--- config.mk ---
export PLATFORM = sky130hd
export DESIGN_NAME = truth_table_capture_flat
export DESIGN_NICKNAME = d
export VERILOG_FILES = /design/src/rtl/truth_table_capture_if.sv /design/src/rtl/truth_table_capture.sv /design/src/flat_wrapper.sv
export SDC_FILE = /design/constraint.sdc
export NUM_CORES = 1
export LEC_CHECK = 0
export ABC_AREA = 1
export BUFFER_PORTS_ARGS = -buffer_cell sky130_fd_sc_hd__clkbuf_2
export CORE_MARGIN = 5
export CORE_UTILIZATION = 54
export CTS_CLUSTER_SIZE = 8
export DETAILED_ROUTE_END_ITERATION = 12
export PLACE_DENSITY = 0.78
export SLEW_MARGIN = 20
export SYNTH_ARGS = -nofsm -noshare
export SYNTH_HDL_FRONTEND = slang
export SYNTH_SLANG_ARGS = --single-unit
--- constraint.sdc ---
create_clock -name i_clk -period 2.2 [get_ports i_clk]
set_clock_uncertainty 0.1 [all_clocks]
set_input_delay 0.33 -clock i_clk [delete_from_list [all_inputs] [get_ports i_clk]]
set_output_delay 0.33 -clock i_clk [all_outputs]
set_load 0.03 [all_outputs]
--- src/rtl/truth_table_capture_if.sv ---
// Sample/result bundle between a truth-table driver and the capture stage.
interface truth_table_capture_if;
  logic        start;
  logic        sample_valid;
  logic [3:0]  sample_m;
  logic        sample_q;
  logic        busy;
  logic        done;
  logic        match;
  logic        conflict;
  logic        timeout;
  logic [15:0] table_q;
  logic [15:0] seen;
  logic [15:0] mismatch;
  logic [4:0]  count;

  // Driver side: issues start and samples, observes results.
  modport master (
    output start, sample_valid, sample_m, sample_q,
    input  busy, done, match, conflict, timeout, table_q, seen, mismatch, count
  );

  // Capture side.
  modport slave (
    input  start, sample_valid, sample_m, sample_q,
    output busy, done, match, conflict, timeout, table_q, seen, mismatch, count
  );
endinterface

--- src/rtl/truth_table_capture.sv ---
// Captures one (minterm, q) sample per cycle into a 16-entry table, then
// compares the table with EXPECTED once every minterm has been seen.
// A stall of TIMEOUT idle cycles aborts the capture straight into DONE.
module truth_table_capture #(
  parameter logic [15:0] EXPECTED = 16'h6EEE,
  parameter int          TIMEOUT  = 64
) (
  input logic                   i_clk,
  input logic                   i_clr,
  truth_table_capture_if.slave  bus
);

  localparam int IW = (TIMEOUT < 2) ? 1 : $clog2(TIMEOUT);
  localparam logic [IW-1:0] IDLE_LAST = IW'(TIMEOUT - 1);

  typedef enum logic [1:0] {IDLE, COLLECT, CHECK, DONE} state_t;

  state_t        r_state, w_state_nxt;
  logic [15:0]   r_table, r_seen, r_mismatch;
  logic [4:0]    r_count;
  logic          r_conflict, r_timeout, r_match;
  logic [IW-1:0] r_idle;

  logic [15:0]   w_seen_nxt;
  logic [15:0]   w_mis;
  logic          w_stall_out;

  // Coverage including this cycle's write, so the last sample exits COLLECT at once.
  always_comb begin
    w_seen_nxt = r_seen;
    if (bus.sample_valid) w_seen_nxt[bus.sample_m] = 1'b1;
  end

  assign w_mis       = (r_table ^ EXPECTED) & r_seen;
  assign w_stall_out = !bus.sample_valid && (r_idle == IDLE_LAST);

  // State register.
  always_ff @(posedge i_clk) begin
    if (i_clr) r_state <= IDLE;
    else       r_state <= w_state_nxt;
  end

  // Next state; start restarts the capture from any state.
  always_comb begin
    w_state_nxt = r_state;
    case (r_state)
      IDLE:    if (bus.start) w_state_nxt = COLLECT;
      COLLECT: begin
        if (bus.start)                                       w_state_nxt = COLLECT;
        else if (bus.sample_valid && (&w_seen_nxt))          w_state_nxt = CHECK;
        else if (w_stall_out)                                w_state_nxt = DONE;
      end
      CHECK:   w_state_nxt = bus.start ? COLLECT : DONE;
      DONE:    if (bus.start) w_state_nxt = COLLECT;
      default: w_state_nxt = IDLE;
    endcase
  end

  // Capture datapath: table fill, conflict/timeout flags and final compare.
  always_ff @(posedge i_clk) begin
    if (i_clr || bus.start) begin
      // A sample arriving alongside start is deliberately dropped.
      r_table    <= '0;
      r_seen     <= '0;
      r_count    <= '0;
      r_conflict <= 1'b0;
      r_timeout  <= 1'b0;
      r_mismatch <= '0;
      r_match    <= 1'b0;
      r_idle     <= '0;
    end else begin
      case (r_state)
        COLLECT: begin
          if (bus.sample_valid) begin
            r_table[bus.sample_m] <= bus.sample_q;
            r_seen[bus.sample_m]  <= 1'b1;
            if (!r_seen[bus.sample_m])
              r_count <= r_count + 5'd1;
            else if (r_table[bus.sample_m] != bus.sample_q)
              r_conflict <= 1'b1;
            r_idle <= '0;
          end else if (w_stall_out) begin
            // Aborted capture still reports which seen entries disagree.
            r_timeout  <= 1'b1;
            r_mismatch <= w_mis;
            r_match    <= 1'b0;
          end else begin
            r_idle <= r_idle + 1'b1;
          end
        end
        CHECK: begin
          r_mismatch <= w_mis;
          r_match    <= (w_mis == '0) && !r_conflict && !r_timeout;
        end
        default: ;
      endcase
    end
  end

  assign bus.busy     = (r_state == COLLECT) || (r_state == CHECK);
  assign bus.done     = (r_state == DONE);
  assign bus.match    = r_match;
  assign bus.conflict = r_conflict;
  assign bus.timeout  = r_timeout;
  assign bus.table_q  = r_table;
  assign bus.seen     = r_seen;
  assign bus.mismatch = r_mismatch;
  assign bus.count    = r_count;

endmodule

--- src/flat_wrapper.sv ---
// flat-port wrapper written by rule: the top's interface ports become plain ports
module truth_table_capture_flat 
#(
  parameter logic [15:0] EXPECTED = 16'h6EEE,
  parameter int          TIMEOUT  = 64
)
  (i_clk, i_clr, bus_start, bus_sample_valid, bus_sample_m, bus_sample_q, bus_busy, bus_done, bus_match, bus_conflict, bus_timeout, bus_table_q, bus_seen, bus_mismatch, bus_count);
  truth_table_capture_if bus_i ();
  input logic i_clk;
  input logic i_clr;
  input wire logic [$bits(bus_i.start)-1:0] bus_start;
  input wire logic [$bits(bus_i.sample_valid)-1:0] bus_sample_valid;
  input wire logic [$bits(bus_i.sample_m)-1:0] bus_sample_m;
  input wire logic [$bits(bus_i.sample_q)-1:0] bus_sample_q;
  output wire logic [$bits(bus_i.busy)-1:0] bus_busy;
  output wire logic [$bits(bus_i.done)-1:0] bus_done;
  output wire logic [$bits(bus_i.match)-1:0] bus_match;
  output wire logic [$bits(bus_i.conflict)-1:0] bus_conflict;
  output wire logic [$bits(bus_i.timeout)-1:0] bus_timeout;
  output wire logic [$bits(bus_i.table_q)-1:0] bus_table_q;
  output wire logic [$bits(bus_i.seen)-1:0] bus_seen;
  output wire logic [$bits(bus_i.mismatch)-1:0] bus_mismatch;
  output wire logic [$bits(bus_i.count)-1:0] bus_count;
  assign bus_i.start = bus_start;
  assign bus_i.sample_valid = bus_sample_valid;
  assign bus_i.sample_m = bus_sample_m;
  assign bus_i.sample_q = bus_sample_q;
  assign bus_busy = bus_i.busy;
  assign bus_done = bus_i.done;
  assign bus_match = bus_i.match;
  assign bus_conflict = bus_i.conflict;
  assign bus_timeout = bus_i.timeout;
  assign bus_table_q = bus_i.table_q;
  assign bus_seen = bus_i.seen;
  assign bus_mismatch = bus_i.mismatch;
  assign bus_count = bus_i.count;
  truth_table_capture #(.EXPECTED(EXPECTED), .TIMEOUT(TIMEOUT)) u_core (.i_clk(i_clk), .i_clr(i_clr), .bus(bus_i));
endmodule
==> impl_metrics.csv <==
group,metric,value,unit
synthesis,synth_cells,480,
final_layout,layout_common_cells,"nand2_1 (107), nor2_1 (79), clkbuf_2 (66), dfxtp_1 (64), a21oi_1 (58)",
routing,vias_per_cell,5.27,
synthesis,synth.top_cell.area_share,40.5,%
cts,post_cts_buffers,0,
setup_path,path_buf_inv,1,
placement,dp_slack,0.289,ns
setup_path,slowest_stage,"dfxtp_1",
routing,dr.pass1.iters,5,
global_route,track_usage,25.0,%
placement,place_congestion,0.977,
final_layout,n_antenna_cell,0,
setup_path,slowest_delay,0.36,ns
power_and_ir_drop,leakagePower,0.00169,µW
synthesis,synth.avg_cell_area,6.59,µm²
routing,vias,3308,
setup_path,worst-endpoint-arrival,2.11,ns
routing,wl_per_cell,14.2,µm
global_route,grt_pass1_vias,3131,
synthesis,synth_nets,494,
setup_path,crit_top_cell,"nor2_2",
sta,setup_tns,0,ns
sta,hold_viol,0,
cts,clk_latency,0.34,ns
cts,postCtsHoldBufs,0,
synthesis,synth.distinct_cells,27,
run,drv_cap,0,
floorplan,die-width,86.6,µm
synthesis,synth-seq-area-share,40.5,%
floorplan,fp-row-count,27,
synthesis,ys_warn_count,0,
setup_path,required,2.37,ns
final_layout,drive_gt1_share,18.3,%
global_route,antenna_found_initial,0,
routing,route.detailed.drc,0,
hold_path,hp-class,"input pin to flop",
floorplan,die-height,86.6,µm
setup_path,endpoint_kind,"flop",
routing,drtIter0Drc,264,
final_layout,multi_input_area,0.00157,mm²
sta,fin_crit_sh,88.3,%
floorplan,ios,67,
sta,tightestPinTransition,0.392,ns
setup_path,crit_type,"flop to flop",
power_and_ir_drop,power,2610,µW
status,status,"completed",
synthesis,syn-cell-area,0.00316,mm²
placement,io_buffers,66,
synthesis,yosys.area.top_type,"dfxtp_1",
sta,timing.final.crit_period,1.94,ns
floorplan,core,0.00561,mm²
sta,final_max_slew_viol_count,0,
final_layout,mostFrequentLayoutCell,"nand2_1",
setup_path,crit_family,"simple AND/OR/NAND/NOR gates",
cts,clock_path_buffers,2,
floorplan,dieArea,0.00749,mm²
cts,numCtsBuffers,9,
setup_path,cp_cell_sequence,"ha_1 -> nand2_1 -> nor2_2 -> nand3_1 -> nor2_2 -> nor2_2 -> a21oi_4 -> buf_4 -> o21ai_0 -> a21oi_1",
routing,antenna_left,0,
cts,cts_tree,"yes",
routing,finalWirelength,8.90,mm
setup_path,path_max_fanout,9,
floorplan,start_util,56.4,%
sta,setup_violations,0,
global_route,grt_overflow,0,
setup_path,start_kind,"flop",
cts,htreeDepth,3,
sta,max_slew_margin,73.8,%
final_layout,final.fill_count,535,
sta,setup_ws,0.258,ns
placement,dpl.hpwl,6.69,mm
synthesis,synthTopCellsByArea,"dfxtp_1 (40%), nand2_1 (13%), nor2_1 (9.4%)",
final_layout,finalInstanceArea,0.00378,mm²
power_and_ir_drop,p_per_area,690,mW/mm²
cts,cts_sinks,64,
final_layout,seq_area,0.00128,mm²
sta,timing.fmax,515,MHz
power_and_ir_drop,ir_drop,0.000435,V
cts,path_clk_slew,0.07,ns
global_route,grt_max_degree,27,
sta,grt_setup_unrepaired,"no",
global_route,grt_pass1_wl,14.7,mm
final_layout,syn_to_final_growth,19.4,%
sta,fin_hold_ws,0.146,ns
final_layout,nets,566,
cts,cts.repair.resized,0,
cts,cts_root_buf,"clkbuf_8",
synthesis,yosys_register_bits,64,
placement,dpl_cell_area,0.00358,mm²
[area by class of cell]
cell class	instances	share of cell area, %
timing repair buffer	78	11.1
multi-input combinational	342	41.6
sequential	64	33.9
clock buffer	11	3.48
clock inverter	4	1.85
tap	72	2.38
inverter	57	5.66
[final timing paths]
kind | start | end | slack (ns) | cells after the start
max | u_core.r_idle[0] | u_core.bus.mismatch[12] | 0.26 | 10
min | i_clr | u_core.r_state[1] | 0.15 | 4
max reg2reg | u_core.r_idle[0] | u_core.bus.mismatch[12] | 0.26 | 10
min reg2reg | u_core.r_idle[5] | u_core.r_idle[5] | 0.37 | 1
[routing by layer]
metal / global-route usage, % / routed length, µm / up-vias
met5: 0 / 0 / -
met4: 12.2 / 225 / 0
met3: 4.28 / 559 / 17
met2: 41.4 / 4240 / 111
met1: 31.4 / 3870 / 1506
li1: - / - / 1674
[cell families (layout without fill, tap and decap cells)]
group | after synthesis | in the layout | share of synthesized area [%]
and+or+nand+nor | 229 | 229 | 29.4
AOI/OAI and AO/OA | 104 | 104 | 17.2
buffers and inverters | 74 | 150 | 9.85
DFF | 64 | 64 | 40.5
adders and majority gates | 5 | 5 | 1.98
xor gates and xnor gates | 4 | 4 | 1.11
[cells in the mapped netlist]
cell and count:
a21oi_1 58, nand3_1 31, a31oi_1 1, or2_2 1, xnor2_1 2, nor3_1 3, nand2_2 2, dfxtp_1 64
xor2_1 2, buf_4 4, buf_2 3, inv_1 55, nor2_1 79, nor2_2 4, ha_1 5, nand2_1 107
a311oi_1 1, nand4_1 1, buf_1 2, o211ai_1 1, buf_6 2, a21oi_4 1, o21ai_0 40, nor2_4 1
inv_2 2, o21bai_1 2, clkbuf_1 6
[state kept, by name, summed over array words and instances, names as in the netlist]
register,count
u_core.bus.mismatch,16
u_core.bus.seen,16
u_core.bus.table_q,16
u_core.r_idle,6
u_core.bus.count,5
u_core.r_state,2
u_core.bus.conflict,1
u_core.bus.match,1
u_core.bus.timeout,1
[metrics by stage]
stage,util (%),std cells
global route,67.4,628
global placement,63.8,613
finish,67.4,628
floorplan,-,480
detailed placement,63.8,613
CTS,67.4,628
[power breakdown]
part	internal (µW)	total [µW]	switching, µW
sequential	1180	1200	14.7
clock	629	1070	440
combinational	95.5	340	245
total	1910	2610	700
[worst register-to-register path, stage by stage (launching register included)]
cell and delay, ns:
dfxtp_1 0.36, ha_1 0.18, nand2_1 0.08, nor2_2 0.12, nand3_1 0.10, nor2_2 0.15, nor2_2 0.08, a21oi_4 0.28
buf_4 0.20, o21ai_0 0.09, a21oi_1 0.14
No activity file was read; power rests on OpenSTA's default activity.
